`config.mk`:
```
export PLATFORM = sky130hd
export DESIGN_NAME = cpu_stack_engine
export DESIGN_NICKNAME = d
export VERILOG_FILES = /design/src/rtl/cpu_stack_engine.sv
export SDC_FILE = /design/constraint.sdc
export NUM_CORES = 1
export LEC_CHECK = 0
export CAP_MARGIN = 20
export CORE_MARGIN = 1.5
export CORE_UTILIZATION = 52
export DETAILED_ROUTE_END_ITERATION = 10
export GPL_ROUTABILITY_DRIVEN = 0
export PLACE_DENSITY = 0.95
export SLEW_MARGIN = 20
export SYNTH_ARGS = -nofsm -noshare
export SYNTH_HDL_FRONTEND = slang
export SYNTH_SLANG_ARGS = --single-unit
```
`constraint.sdc`:
```
create_clock -name clk -period 4.6 [get_ports clk]
set_input_delay 1.15 -clock clk [delete_from_list [all_inputs] [get_ports clk]]
set_output_delay 1.15 -clock clk [all_outputs]
set_load 0.05 [all_outputs]
```
`src/rtl/cpu_stack_engine.sv`:
```
// 6502 hardware-stack sequencer: 1/2/3-byte push/pop against page STACK_PAGE with a private SP copy.
// Optional wrap detection on stack_fault is built only when STACK_GUARD_EN is defined.
module cpu_stack_engine #(
   parameter logic [7:0] STACK_PAGE = 8'h01
) (
   input  logic        clk,
   input  logic        rst,
   input  logic        cmd_valid,
   output logic        cmd_ready,
   input  logic [2:0]  cmd_op,
   input  logic [15:0] push_word,
   input  logic [7:0]  push_byte,
   input  logic [7:0]  sp_in,
   output logic [15:0] mem_addr,
   output logic [7:0]  mem_wdata,
   output logic        mem_we,
   output logic        mem_re,
   input  logic [7:0]  mem_rdata,
   output logic        sp_push,
   output logic        sp_pop,
   output logic [7:0]  pop_byte,
   output logic [15:0] pop_word,
   output logic        done,
   output logic        stack_fault
);

   typedef enum logic [2:0] {IDLE, PUSH, POP, DRAIN, DONE} state_t;

   state_t      state, state_next;
   logic [1:0]  len_q;       // byte count minus one
   logic [15:0] word_q;
   logic [7:0]  byte_q;
   logic [7:0]  sp_q;
   logic [7:0]  sp_inc;
   logic [1:0]  issue_cnt;
   logic [1:0]  cap_cnt;
   logic [1:0]  cap_slot;
   logic        cap_en;
   logic        last;
   logic        accept;

   assign sp_inc = sp_q + 8'd1;
   assign last   = (issue_cnt == len_q);
   assign accept = (state == IDLE) && cmd_valid;
   assign cap_en = ((state == POP) && (issue_cnt != 2'd0)) || (state == DRAIN);
   // POP2 has no P byte, so its first capture lands in the PC low slot
   assign cap_slot = (len_q == 2'd1) ? cap_cnt + 2'd1 : cap_cnt;

   always_comb begin
      state_next = state;
      cmd_ready  = 1'b0;
      mem_addr   = {STACK_PAGE, 8'h00};
      mem_wdata  = 8'h00;
      mem_we     = 1'b0;
      mem_re     = 1'b0;
      sp_push    = 1'b0;
      sp_pop     = 1'b0;
      done       = 1'b0;
      case (state)
         IDLE: begin
            cmd_ready = 1'b1;
            if (cmd_valid) begin
               if (cmd_op[1:0] == 2'b11)
                  state_next = DONE;
               else if (cmd_op[2])
                  state_next = POP;
               else
                  state_next = PUSH;
            end
         end
         PUSH: begin
            mem_addr = {STACK_PAGE, sp_q};
            mem_we   = 1'b1;
            sp_push  = 1'b1;
            if (len_q == 2'd0)
               mem_wdata = byte_q;
            else if (issue_cnt == 2'd0)
               mem_wdata = word_q[15:8];
            else if (issue_cnt == 2'd1)
               mem_wdata = word_q[7:0];
            else
               mem_wdata = byte_q;
            if (last)
               state_next = DONE;
         end
         POP: begin
            mem_addr = {STACK_PAGE, sp_inc};
            mem_re   = 1'b1;
            sp_pop   = 1'b1;
            if (last)
               state_next = DRAIN;
         end
         DRAIN: state_next = DONE;
         DONE: begin
            done       = 1'b1;
            state_next = IDLE;
         end
         default: state_next = IDLE;
      endcase
   end

   always_ff @(posedge clk or posedge rst) begin
      if (rst) begin
         state     <= IDLE;
         len_q     <= 2'd0;
         word_q    <= 16'h0000;
         byte_q    <= 8'h00;
         sp_q      <= 8'hFF;
         issue_cnt <= 2'd0;
         cap_cnt   <= 2'd0;
         pop_byte  <= 8'h00;
         pop_word  <= 16'h0000;
      end else begin
         state <= state_next;
         if (accept) begin
            len_q     <= cmd_op[1:0];
            word_q    <= push_word;
            byte_q    <= push_byte;
            sp_q      <= sp_in;
            issue_cnt <= 2'd0;
            cap_cnt   <= 2'd0;
         end
         if (state == PUSH) begin
            sp_q      <= sp_q - 8'd1;
            issue_cnt <= issue_cnt + 2'd1;
         end
         if (state == POP) begin
            sp_q      <= sp_inc;
            issue_cnt <= issue_cnt + 2'd1;
         end
         if (cap_en) begin
            cap_cnt <= cap_cnt + 2'd1;
            case (cap_slot)
               2'd0:    pop_byte       <= mem_rdata;
               2'd1:    pop_word[7:0]  <= mem_rdata;
               default: pop_word[15:8] <= mem_rdata;
            endcase
         end
      end
   end

`ifdef STACK_GUARD_EN
   logic fault_q;

   always_ff @(posedge clk or posedge rst) begin
      if (rst)
         fault_q <= 1'b0;
      else if ((mem_we && (sp_q == 8'h00)) || (mem_re && (sp_q == 8'hFF)))
         fault_q <= 1'b1;
   end

   assign stack_fault = fault_q;
`else
   assign stack_fault = 1'b0;
`endif

endmodule

```
## After elaboration in Yosys (flattened, before gate mapping)

Index checks and enable logic that the tools add are counted.

| word-level totals | value |
|---|---|
| output and inout port bits | 55 |
| register bits | 65 |
| bits of input ports | 46 |

| operators by class | value |
|---|---|
| reduce and logical (&&, ||, !) cells | 15 |
| equality and inequality tests | 12 |
| bitwise logic cells | 1 |
| mux-type cells | 23 |
| $add $sub $neg | 4 |

Operators with widths:

| kind | number |
|---|---|
| $mux 8 | 7 |
| $pmux 8 s2 | 1 |
| $mux 2 | 6 |
| $mux 3 | 4 |
| $pmux 3 s4 | 1 |
| $add 8x1->8 const B | 1 |
| $sub 8x1->8 const B | 1 |
| $eq 2x1->1 const B | 3 |
| $eq 3x2->1 const B | 2 |
| $logic_not 2->1 | 3 |
| $ne 2x2->1 const B | 3 |
| $reduce_and 2->1 | 3 |
| $add 2x1->2 const B | 2 |
| $mux 1 | 4 |
| $reduce_bool 2->1 | 2 |
| $eq 3x1->1 const B | 1 |
| $eq 3x3->1 const B | 1 |
| $logic_not 3->1 | 1 |
| $reduce_and 3->1 | 1 |
| $reduce_bool 3->1 | 1 |
| $eq 2x2->1 | 1 |
| $eq 2x2->1 const B | 1 |
| $logic_and 1x1->1 | 2 |
| $reduce_or 2->1 | 1 |
| other kinds (2) | 2 |

## Longest topological paths before layout

Gate-level depths: netlist of the first run.

| logic depth | value |
|---|---|
| depth after elaboration | 6 |
| mapped depth | 7 |
| depth with buffers taken out | 6 |

## Worst setup path before layout of the first run

Ideal clock, no wire load.

| path | value |
|---|---|
| kind | register -> output |
| start | register state[0] |
| end | output mem_addr[4] |
| slack | 1.001 ns |
| data arrival time | 2.449 ns |
| cell stages (with the launch flop) | 7 |
| path buffers | 2 |
| data required time | 3.450 ns |
| path through | dfrtp_1 buf_4 or3b_1 inv_2 buf_4 a21oi_1 o21ai_0 |

| between the ends | value |
|---|---|
| longest elaborated chain between the ends | 2 |

RTL lines:

| what | RTL line | source |
|---|---|---|
| start, declared | 29 | `state_t state, state_next;` |
| start signal, assigned | 114 | `state <= state_next;` |
| $eq 3x2->1 or $eq 3x1->1 (tied branches) | 59 | `case (state)` |
| $pmux 8 s2 (*) | 59 |  |
| end, declared | 14 | `output logic [15:0] mem_addr,` |

Mark *: on every way between the ends. The rest lies on a longest branch, timed or not.

## Worst setup path after layout of the first run

| path | value |
|---|---|
| start | register state[2] |
| end | output mem_addr[5] |

The elaborated chain is that of the path after synthesis.

==> impl_metrics.toml, run 1 <==
[global_route]
antenna_found_initial = 0
globalRouteOverflowTotal = 0
grt_pass1_vias = 2960
grt_pass1_wl_um = 13920
grt_max_degree = 40
track_usage = 0.2455

[timing]
fin_skew_ns = 0.01829
rsz0062_at_grt = "no"
hold_viol = 0
fmax_mhz = 231.2
tns_ns = 0
min_period_ns = 4.326
worstMarginPinSlew_ns = 0.8291
finalCritPeriodShare = 0.9404
slew_headroom = 0.4439
setup_viol = 0
setup_slack_ns = 0.2743
holdWs_ns = 0.5093
drv_slew = 0

[clock_network]
cts.htree.levels = 3
postCtsSetupBuffers = 0
cts.clk_slew.worst_paths_ns = 0.08
cts_tree = "done"
clock_latency_ns = 0.36
root_buffer = "clkbuf_8"
clock-sinks = 65
post_cts_resized = 0
cts_made_buffers = 9
clock_path_buffers = 2
cts-hold-fix-buffers = 0

[setup_path]
critPathMaxFanout = 19
end_kind = "output port"
worstSetupStartpointType = "flip-flop"
path_class = "flip-flop to output port"
worstPathRequired_ns = 3.45
cp.arrival_ns = 3.18

[power_and_ir_drop]
irDropWorstVdd_mv = 0.5982
p_leak_nw = 1.889
powerDensity_nw_per_um2 = 865.8

[die]
core_area_um2 = 6422
die_h_um = 85.07
die_x_um = 85.07
pin_count = 101
die_area_um2 = 7236
start_util = 0.5453
fp-row-count = 29

[synthesis]
synth-edff-count = 0
postSynthCellCount = 324
synth-seq-cells = 65
ys_types = 53
synth-async-reset-ratio = 1.000
syn_area_um2 = 3502
ys.warnings.count = 0
ys_seq_area_frac = 0.4673
syn_area_per_cell_um2 = 10.81
ys.flop_type = "dfrtp_1"

[route]
routed_via_density = 5.827
routed_wl_um = 8366
wl_per_cell_um = 17.21
vias = 2832
drt_iter0_drc = 192
ant_nets = 0
drcViolationCount = 7
drt_first_pass_iters = 9

[finish]
nFillCells = 409
area_delta_synth_final_pct = 30.58
final_cell_mix = "91 x clkdlybuf4s50_1, 57 x dfrtp_1, 52 x mux2_2"
final_common_cell = "clkdlybuf4s50_1"
diodes = 0
nets = 454
fin_cells = 486
drive_gt1_frac = 0.2176

[placed_design]
placed_cells = 470
dp_hpwl_um = 5919
numPortBuffers = 91
pre_cts_ws_ns = 0.7117

[hold_path]
hold_path_class = "flip-flop to flip-flop"

[outcome]
status = "finished with violations"
violations = "design-rule violations"

[run]
cap_violations = 0
## metrics by stage
step	utilization	instance area, um2	total power [W]
5_1_grt	0.7121	4573	0.004167
6_report	0.7121	4573	0.003959
4_1_cts	0.7121	4573	0.003963
3_3_place_gp	0.6826	4384	0.003393
2_1_floorplan	-	3528	0.002826
3_5_place_dp	0.6826	4384	0.003487
## cells in the mapped netlist (3+ instances only)
master / count / area share
dfrtp_1: 57 / 0.41
mux2_2: 52 / 0.17
nand2_1: 17 / 0.018
nor2_1: 16 / 0.017
o21ai_0: 16 / 0.023
buf_4: 14 / 0.030
a21oi_1: 11 / 0.016
clkbuf_1: 10 / 0.011
inv_1: 10 / 0.011
nor3_1: 9 / 0.013
buf_2: 8 / 0.011
dfstp_2: 8 / 0.060
a211oi_1: 7 / 0.015
mux2i_1: 7 / 0.020
nand3_1: 7 / 0.010
a31oi_1: 4 / 0.0071
ha_1: 4 / 0.014
nand2b_1: 4 / 0.0071
nor3b_1: 4 / 0.0086
xor2_1: 4 / 0.010
o211ai_1: 3 / 0.0064
o21a_1: 3 / 0.0064
o221a_2: 3 / 0.0096
or3_1: 3 / 0.0054
or3b_1: 3 / 0.0075
## layout make-up
type	count	area (um2)	area share
timing repair buffer	94	933.4	0.2041
inverter	12	46.29	0.01012
multi-input combinational	222	1672	0.3655
clock inverter	5	37.54	0.008208
sequential	65	1637	0.3579
tap	77	96.34	0.02107
clock buffer	11	151.4	0.03311
## sequential cells by signal (all words and copies together) (netlist names)
name / count
sp_q: 8
byte_q: 8
len_q: 2
pop_byte: 8
state: 3
pop_word: 16
cap_cnt: 2
issue_cnt: 2
word_q: 16
## logic make-up after synthesis
group,count (synthesis),share of synthesized area
simple gates,79,0.1211
compound gates,65,0.1275
flops,65,0.4673
mux,59,0.1872
buf+inv,44,0.06538
xor+xnor,6,0.01501
fa+ha+maj,4,0.01429
other cells,2,0.002144
## final timing paths
check,start,end,slack (ns),cells past startpoint
setup / recovery,state[2],mem_addr[5],0.27,5
hold / removal,word_q[3],word_q[3],0.51,1
setup reg to reg,state[2],sp_q[2],2.15,4
hold reg to reg,word_q[3],word_q[3],0.51,1
max in group asynchronous,rst,sp_q[3],2.41,3
min in group asynchronous,rst,cap_cnt[0],1.29,2
## routing by layer
metal  global-route usage  routed length, um  up-vias
li1                     -                  -     1311
met4              0.08346                170        0
met5                    0                  0        -
met3              0.06518                498       14
met1               0.2941               3389     1398
met2               0.4278               4308      109
## where the power goes
part,leakage [nW],internal [W],switching [W]
Sequential,0.763,0.000894,0.000295
Clock,0.0924,0.000228,0.000234
Combinational,1.03,0.000920,0.00139
## worst max-delay path, stage by stage (launching register included)
cell             delay [ns]
dfrtp_1                0.68
or3b_1                 0.65
clkinv_2               0.41
o21ai_0                0.27
o31ai_1                0.10
clkdlybuf4s50_1        0.71
Note: power is estimated with default switching activity, not from simulation.
==> run 2: changes to the inputs <==
- CTS_CLUSTER_DIAMETER: default -> 40
==> results of run 2 <==
The final DEF is identical to that of run 1; final timing and power are the same.
==> run 3: changes to the inputs <==
- clock period: 4.6 -> 5.2 ns (I/O delays scaled with it)
==> run 3 against run 2 <==
The run still ends with design-rule violations left. Worst setup slack better by 0.23 ns. Critical endpoint is now mem_wdata[1]. Sequential cell count stayed put. Largest cell class unchanged. Via count is 1.5% lower. First-iteration DRC count is 4.7% lower. Global-route usage shrank 0.63 points. Largest power group unchanged. Combinational power down 12%. Clock skew down 0.0089 ns. Sequential power is 13% lower. Non-clock buffer count down 1.
==> impl_metrics.toml, run 3 (synthesized netlist as in run 1, its figures left out) <==
[outcome]
status = "finished with violations"
violations = "design-rule violations"

[timing]
rsz0062_at_grt = "no"
drv_slew = 0
worstMarginPinSlew_ns = 0.9003
hold_viol = 0
min_period_ns = 4.697
slew_headroom = 0.3976
fin_skew_ns = 0.009363
fmax_mhz = 212.9
tns_ns = 0
setup_viol = 0
finalCritPeriodShare = 0.9033

[setup_path]
reg2reg_to = "sp_q[2]"
reg2reg_depth = 4
path_class = "flip-flop to output port"
ff2ff_setup_slack_ns = 2.77
cp.arrival_ns = 3.40
worstSetupStartpointType = "flip-flop"
critPathMaxFanout = 14
end_kind = "output port"
worstPathRequired_ns = 3.90
timing.rr.start = "state[2]"

[die]
die_area_um2 = 7236
die_h_um = 85.07
fp-row-count = 29
core_area_um2 = 6422
start_util = 0.5453
die_x_um = 85.07
pin_count = 101

[global_route]
track_usage = 0.2392
grt_pass1_vias = 2793
grt_max_degree = 66
globalRouteOverflowTotal = 0
grt_pass1_wl_um = 13570
antenna_found_initial = 0

[clock_network]
root_buffer = "clkbuf_8"
postCtsSetupBuffers = 0
cts_tree = "done"
cts_made_buffers = 9
post_cts_resized = 0
clock_latency_ns = 0.35
clock_path_buffers = 2
cts.clk_slew.worst_paths_ns = 0.08
cts-hold-fix-buffers = 0
clock-sinks = 65
cts.htree.levels = 3

[hold_path]
hold_path_class = "flip-flop to flip-flop"
holdPathStages = 1
min-delay-start = "pop_byte[0]"
min_to = "pop_byte[0]"

[power_and_ir_drop]
p_total_w = 0.003525
p_leak_nw = 1.896
irDropWorstVdd_mv = 0.5484
powerDensity_nw_per_um2 = 769.8

[route]
wl_per_cell_um = 16.95
drt_first_pass_iters = 8
routed_wl_um = 8220
ant_nets = 0
drt_iter0_drc = 183
drcViolationCount = 6
routed_via_density = 5.751
vias = 2789

[finish]
diodes = 0
final_cell_mix = "91 x clkdlybuf4s50_1, 57 x dfrtp_1, 52 x mux2_2"
nFillCells = 411
final_common_cell = "clkdlybuf4s50_1"
drive_gt1_frac = 0.2157
reg_top3 = "pop_word: 16 flops, word_q: 16 flops"
nets = 453
area_delta_synth_final_pct = 30.76

[run]
cap_violations = 0

[placed_design]
dp_hpwl_um = 5731
numPortBuffers = 91
run 3: cell types whose count changed in the layout (fill, tap and decap cells not counted):
cell | previous run | this run
clkinvlp_4 | 2 | 0
clkinv_4 | 0 | 3
bufinv_16 | 0 | 1
buf_4 | 3 | 2
clkbuf_8 | 11 | 9
run 3: layout make-up:
| type | instances | area (um2) | share of cell area |
|---|---|---|---|
| Clock buffer | 9 | 123.9 | 0.02705 |
| Clock inverter | 7 | 78.83 | 0.01721 |
| Timing Repair Buffer | 93 | 925.9 | 0.2022 |
| Multi-Input combinational cell | 222 | 1672 | 0.3650 |
| Sequential cell | 65 | 1637 | 0.3574 |
| Tap cell | 77 | 96.34 | 0.02104 |
| Inverter | 12 | 46.29 | 0.01011 |
run 3: how the worst max path moves through the flow:
| stage | depth (start not counted) | startpoint | end | slack, ns |
|---|---|---|---|---|
| after floorplan | 6 | state[0] | mem_addr[4] | 1.45 |
| after global placement | 6 | issue_cnt[0] | mem_wdata[6] | 1.13 |
| after detailed placement | 7 | issue_cnt[0] | mem_wdata[1] | 0.94 |
| after CTS | 7 | issue_cnt[0] | mem_wdata[1] | 0.51 |
| after global routing | 7 | issue_cnt[0] | mem_wdata[1] | 0.28 |
| final | 7 | issue_cnt[0] | mem_wdata[1] | 0.50 |
run 3: metrics by stage:
stage | util | cell area, um2 | hold WS, ns | instances | setup WS (ns)
6_report | 0.7130 | 4579 | 0.5091 | 485 | 0.5031
5_1_grt | 0.7130 | 4579 | 0.5301 | 485 | 0.2762
4_1_cts | 0.7130 | 4579 | 0.5118 | 485 | 0.5124
3_5_place_dp | 0.6815 | 4377 | 0.4926 | 469 | 0.9416
3_3_place_gp | 0.6815 | 4377 | 0.4876 | 469 | 1.128
2_1_floorplan | - | 3528 | 0.4799 | 331 | 1.451
run 3: worst max-delay path: stages, from the launching register on:
cell             delay [ns]
dfrtp_1                0.44
inv_1                  0.08
ha_1                   0.49
nor2_1                 0.09
nor2_1                 0.70
nor2_1                 0.08
a211oi_1               0.29
clkdlybuf4s50_1        0.87
run 3: per-layer routing:
metal,vias up,GRT usage,share of wire
met1,1365,0.3098,0.41
met2,108,0.3918,0.51
met4,0,0.1148,0.022
met3,17,0.04086,0.058
met5,-,0,0
li1,1299,-,-
run 3: power by group:
part	leakage, nW	switching [W]	internal, W
Clock	0.104	0.000215	0.000226
Combinational	1.03	0.00123	0.000807
Sequential	0.763	0.000254	0.000790
Total	1.90	0.00170	0.00182
